**config.mk**
```make
export PLATFORM = sky130hd
export DESIGN_NAME = traffic_ctrl_multi
export DESIGN_NICKNAME = d
export VERILOG_FILES = /design/src/rtl/traffic_ctrl_multi.sv
export SDC_FILE = /design/constraint.sdc
export NUM_CORES = 1
export LEC_CHECK = 0
export BUFFER_PORTS_ARGS = -buffer_cell sky130_fd_sc_hd__buf_2
export CAP_MARGIN = 10
export CORE_ASPECT_RATIO = 0.75
export CORE_MARGIN = 2
export CORE_UTILIZATION = 55
export DETAILED_ROUTE_END_ITERATION = 12
export PLACE_DENSITY = 0.75
export SYNTH_ARGS = -nofsm -noshare
export SYNTH_HDL_FRONTEND = slang
export SYNTH_SLANG_ARGS = --single-unit
```
**constraint.sdc**
```tcl
create_clock -name clk -period 5.4 [get_ports clk]
set_input_delay 0.27 -clock clk [delete_from_list [all_inputs] [get_ports clk]]
set_output_delay 0.27 -clock clk [all_outputs]
set_load 0.02 [all_outputs]
```
**src/rtl/traffic_ctrl_multi.sv**
```systemverilog
// Multi-approach traffic-light controller: round-robin service with demand
// inputs, min/max green with gap-out, fixed yellow and all-red, flash override.
module traffic_ctrl_multi #(
  parameter int unsigned NUM_DIR   = 2,
  parameter int unsigned TICK_DIV  = 1000,
  parameter int unsigned GREEN_MIN = 10,
  parameter int unsigned GREEN_MAX = 30,
  parameter int unsigned YELLOW_T  = 3,
  parameter int unsigned RED_CLR   = 2
) (
  input  logic                       clk,
  input  logic                       rst,
  input  logic [NUM_DIR-1:0]         req,
  input  logic                       flash,
  output logic [NUM_DIR-1:0]         red,
  output logic [NUM_DIR-1:0]         yellow,
  output logic [NUM_DIR-1:0]         green,
  output logic [$clog2(NUM_DIR)-1:0] active_dir,
  output logic [2:0]                 phase
);

  localparam int unsigned DW = $clog2(NUM_DIR);
  localparam int unsigned SW = DW + 1;
  localparam int unsigned PW = $clog2(TICK_DIV);

  localparam logic [PW-1:0] L_PMAX  = PW'(TICK_DIV - 1);
  localparam logic [7:0]    L_GMIN  = 8'(GREEN_MIN);
  localparam logic [7:0]    L_GMAX  = 8'(GREEN_MAX);
  localparam logic [7:0]    L_YEL   = 8'(YELLOW_T);
  localparam logic [7:0]    L_RCLR  = 8'(RED_CLR);
  localparam logic [SW-1:0] L_NDIR  = SW'(NUM_DIR);

  typedef enum logic [2:0] {
    S_IDLE    = 3'd0,
    S_ALL_RED = 3'd1,
    S_GREEN   = 3'd2,
    S_YELLOW  = 3'd3,
    S_FLASH   = 3'd4
  } state_t;

  state_t          r_state;
  state_t          w_next;
  logic [PW-1:0]   r_presc;
  logic [7:0]      r_ticks;
  logic [DW-1:0]   r_cur_dir;
  logic            r_flash_on;

  logic            w_tick;
  logic [7:0]      w_k;
  logic [NUM_DIR-1:0]   w_cur_oh;
  logic            w_other;
  logic [2*NUM_DIR-1:0] w_req2;
  logic [NUM_DIR-1:0]   w_rot;
  logic [NUM_DIR-1:0]   w_scan;
  logic            w_found;
  logic [DW-1:0]   w_off;
  logic [SW-1:0]   w_sum;
  logic [DW-1:0]   w_grant;

  assign w_tick   = (r_presc == L_PMAX);
  assign w_k      = r_ticks + 8'd1;
  assign w_cur_oh = NUM_DIR'(1) << r_cur_dir;
  assign w_other  = |(req & ~w_cur_oh);
  assign w_req2   = {req, req};
  // Bit j of w_rot is the demand of approach (cur_dir+1+j) mod NUM_DIR.
  assign w_rot    = NUM_DIR'(w_req2 >> (32'(r_cur_dir) + 32'd1));

  always_comb begin
    w_off   = '0;
    w_found = 1'b0;
    w_scan  = w_rot;
    for (int unsigned j = 0; j < NUM_DIR; j++) begin
      if (!w_found && w_scan[0]) begin
        w_found = 1'b1;
        w_off   = DW'(j);
      end
      w_scan = w_scan >> 1;
    end
    w_sum   = {1'b0, r_cur_dir} + SW'(1) + {1'b0, w_off};
    w_grant = (w_sum >= L_NDIR) ? DW'(w_sum - L_NDIR) : DW'(w_sum);
  end

  always_comb begin
    w_next = r_state;
    case (r_state)
      S_IDLE:    w_next = S_ALL_RED;
      S_ALL_RED: if (flash) w_next = S_FLASH;
                 else if (w_tick && w_k == L_RCLR) w_next = S_GREEN;
      S_GREEN:   if (flash) w_next = S_FLASH;
                 else if (w_tick && w_k >= L_GMIN && (w_other || w_k == L_GMAX))
                   w_next = S_YELLOW;
      S_YELLOW:  if (flash) w_next = S_FLASH;
                 else if (w_tick && w_k == L_YEL) w_next = S_ALL_RED;
      S_FLASH:   if (!flash) w_next = S_ALL_RED;
      default:   w_next = S_IDLE;
    endcase
  end

  always_ff @(posedge clk) begin
    if (rst) r_state <= S_IDLE;
    else     r_state <= w_next;
  end

  always_ff @(posedge clk) begin
    if (rst) begin
      r_presc    <= '0;
      r_ticks    <= '0;
      r_cur_dir  <= DW'(NUM_DIR - 1);
      r_flash_on <= 1'b0;
    end else begin
      if (w_next != r_state) begin
        r_presc <= '0;
        r_ticks <= '0;
      end else begin
        r_presc <= w_tick ? '0 : r_presc + PW'(1);
        if (w_tick && r_state != S_FLASH) r_ticks <= w_k;
      end
      if (r_state == S_ALL_RED && w_next == S_GREEN) r_cur_dir <= w_grant;
      // Preloaded outside FLASH so the first flash period always starts lit.
      if (r_state != S_FLASH) r_flash_on <= 1'b1;
      else if (w_tick)        r_flash_on <= ~r_flash_on;
    end
  end

  always_comb begin
    red        = '0;
    yellow     = '0;
    green      = '0;
    active_dir = '0;
    phase      = r_state;
    case (r_state)
      S_ALL_RED: red = '1;
      S_GREEN: begin
        green      = w_cur_oh;
        red        = ~w_cur_oh;
        active_dir = r_cur_dir;
      end
      S_YELLOW: begin
        yellow     = w_cur_oh;
        red        = ~w_cur_oh;
        active_dir = r_cur_dir;
      end
      S_FLASH: yellow = {NUM_DIR{r_flash_on}};
      default: ;
    endcase
  end

endmodule

```
==> metrics.md <==
| Metric | Value |
|---|---|
| Post CTS Setup Buffer Count | `0` |
| Fraction of registers with async set/reset | `0%` |
| Status | `finished, final reports clean` |
| Post-synth EDFFs | `0` |
| Reg clk slew, reported paths | `about 0.14 ns` |
| Overall Power | `0.000287 W` |
| Top cells by area, synth | `dfxtp_1 (33%), xor2_1 (7.6%), nor2_1 (6.3%)` |
| Area leader, netlist | `dfxtp_1` |
| Min-Delay Path Class | `primary input to register` |
| Hold buffers post-CTS | `0` |
| Sequential share of power | `between 60% and 70%` |
| Syn Std Cell Area | `roughly 1400 µm²` |
| Leakage | `0.556 nW` |
| Sw frac | `between 20% and 30%` |
| CTS tree | `done` |
| Worst EP required | `~5.6 ns` |
| Largest net degree at the start of global routing | `18` |
| Met2 Routed Length | `1.31 mm` |
| Clk Tree Root Cell | `clkbuf_4` |
| Via density | `roughly 5.6` |
| WL met3 | `approximately 110 µm` |
| Num Clock Sinks | `23` |
| Ys flop type | `dfxtp_1` |
| Die span in y | `~47 µm` |
| DP Wirelength | `approximately 2.2 mm` |
| Setup_tns | `0 ns` |
| Gate Count Post-Synth | `170` |
| Fill count | `between 200 and 250` |
| DRT Pass-1 Iters | `4` |
| Startpoint Class | `register` |
| Routability Congestion | `0.845` |
| Vias after detailed routing | `approximately 1200` |
| Clock power frac | `about 29%` |
| DRC | `0` |
| First-pass GRT wire length | `4.93 mm` |
| Rel. slew slack | `between 50% and 60%` |
| RSZ-0062 raised after global routing | `no` |
| Worst-path fanout max | `6` |
| Met1 WL | `around 1.4 mm` |
| Uppermost routed layer | `met3` |
| Reg area | `around 460 µm²` |
| Initial Util | `59.1%` |
| Period Utilization, post-route | `~48%` |
| CP arrival | `2.82 ns` |
| Num CTS Buffers | `3` |
| Initial DRC Count | `a little over 70` |
| Antenna violations before repair | `0` |
| PortBufs | `14` |
| Die area | `approximately 2900 µm²` |
| Routed wire length | `about 2.8 mm` |
| Seq/Total Area, Yosys | `33.5%` |
| Nets | `190` |
| Die Span X | `about 62 µm` |
| Internal power | `~0.00021 W` |
| Clock Path Buffers | `2` |
| CTS resizes | `0` |
| H-Tree Depth | `1` |
| Synth Area per Inst | `~8 µm²` |
| Psw | `between 0.00007 and 0.00008 W` |
| Num ports | `15` |
| Yosys top cell area share | `between 30 and 40%` |
| Routed len/inst | `13.2 µm` |
| Ys Warns | `0` |
| Final hold vios | `0` |
| Final Setup Violations | `0` |
| Antenna diode count | `0` |
| Core area | `2330 µm²` |
| Synth Net Count | `about 180` |
| Crit. End Element | `register` |
| Std cell rows | `15` |
| Yosys cell types | `between 40 and 50` |
| Final Skew | `0.00540 ns` |
| Worst-Skew Late Latency | `roughly 0.31 ns` |
| Flops & latches, synth | `23` |
| Layout cell share with drive strength beyond 1 | `approximately 13%` |
| DRT antenna net count | `0` |
| CP Class | `register to register` |
| F_max | `around 380 MHz` |
| Tmin final | `roughly 2.6 ns` |
| Count of pins over their slew limit | `0` |
| Area Growth Syn to Fin | `7.92%` |
| Max Cap Violations | `0` |
| Vias in the first global route | `around 1100` |
| Actual slew at the worst max-slew pin | `between 0.7 and 0.8 ns` |
| Comb pwr share | `9.5%` |
| Total Routing Usage GR | `between 20% and 30%` |
| Multi-input logic area | `about 870 µm²` |
| Remaining Overflow, GRT | `0` |
| PD cells | `a little under 200 nW/µm²` |
| Peak supply drop | `about 0.17 mV` |
==> Yosys cell counts (2+ instances only) <==
master	n
a211o_1	2
a21o_1	3
a21oi_1	6
a31oi_1	2
a32o_1	2
and3_1	5
clkbuf_1	6
dfxtp_1	23
ha_1	4
inv_1	3
nand2_1	12
nand2b_1	5
nand3_1	7
nand3b_1	2
nand4_1	4
nor2_1	23
nor2b_1	6
nor3_1	5
nor4_1	2
o21ai_0	5
or3_1	2
or4_1	2
xnor2_1	8
xor2_1	12
==> cell type report <==
cell class	instances	share of cell area [%]
repair buffers	14	4.72
clock inverters	1	0.337
multi-input cells	136	58.8
well taps	34	2.87
clock buffers	3	1.52
flip-flops and latches	23	31.0
inverters	3	0.759
==> worst max-delay path: stages (launching register included) <==
cell	delay, ns
dfxtp_1	0.40
ha_1	0.24
and4b_1	0.24
or3b_1	0.45
nor3_2	0.23
nand3_2	0.13
or4_1	0.51
a211o_1	0.31
==> power by group through the flow <==
stage / Sequential, W / Clock [W] / Combinational (W)
3_3_place_gp: 0.000181 / 0 / 0.0000269
4_1_cts: 0.000177 / 0.0000837 / 0.0000272
5_1_grt: 0.000178 / 0.0000899 / 0.0000303
6_report: 0.000177 / 0.0000825 / 0.0000273
3_5_place_dp: 0.000181 / 0 / 0.0000271
2_1_floorplan: 0.000179 / 0 / 0.0000209
==> worst paths after layout <==
kind                                   end  cells past startpoint        from  slack (ns)
worst min register to register  r_presc[0]                      1  r_presc[0]        0.49
worst min-delay path              phase[0]                      2         rst        0.21
worst max-delay path             r_cur_dir                      7  r_presc[0]        2.80
worst max register to register   r_cur_dir                      7  r_presc[0]        2.80
==> state kept, by name, summed over array words and instances (netlist names) <==
name        cells
r_presc        10
r_ticks         8
phase           3
r_cur_dir       1
r_flash_on      1
==> placed cells by master (no fill, tap or decap), types with 4 or more instances in the layout <==
cell      synthesis  layout
o21ai_0           5       5
xor2_1           12      12
and3_1            5       5
ha_1              4       4
a21oi_1           6       6
nor2_1           23      23
xnor2_1           8       8
nand2b_1          5       5
nand3_1           7       7
nand2_1          12      12
nor3_1            5       5
nand4_1           4       4
buf_2             1      14
dfxtp_1          23      23
nor2b_1           6       6
==> cell families (layout without fill, tap and decap cells) <==
group / after synthesis / count (layout) / share of synthesized area, %
AO/OA/AOI/OAI: 27 / 27 / 13.6
AND/OR/NAND/NOR: 84 / 84 / 32.7
buffers and inverters: 11 / 21 / 3.09
adder cells (fa/ha/maj): 4 / 4 / 3.64
multiplexers: 1 / 1 / 0.728
flip-flops: 23 / 23 / 33.5
XOR/XNOR: 20 / 20 / 12.7
==> stage by stage <==
step	hold WS (ns)	instances	instance area [µm²]	setup WS, ns	utilization, %
floorplan	0.430	170	1380	3.01	-
global placement	0.444	210	1460	2.96	62.6
detailed placement	0.462	210	1460	2.83	62.6
CTS	0.197	214	1480	2.80	63.8
global route	0.209	214	1480	2.64	63.8
finish	0.209	214	1480	2.80	63.8
==> per-layer routing <==
layer | up-vias | GRT usage [%]
met4 | 0 | 2.55
li1 | 616 | -
met3 | 0 | 6.89
met2 | 25 | 36.8
met1 | 561 | 31.8
met5 | - | 0
(Power assumes the default switching activity.)
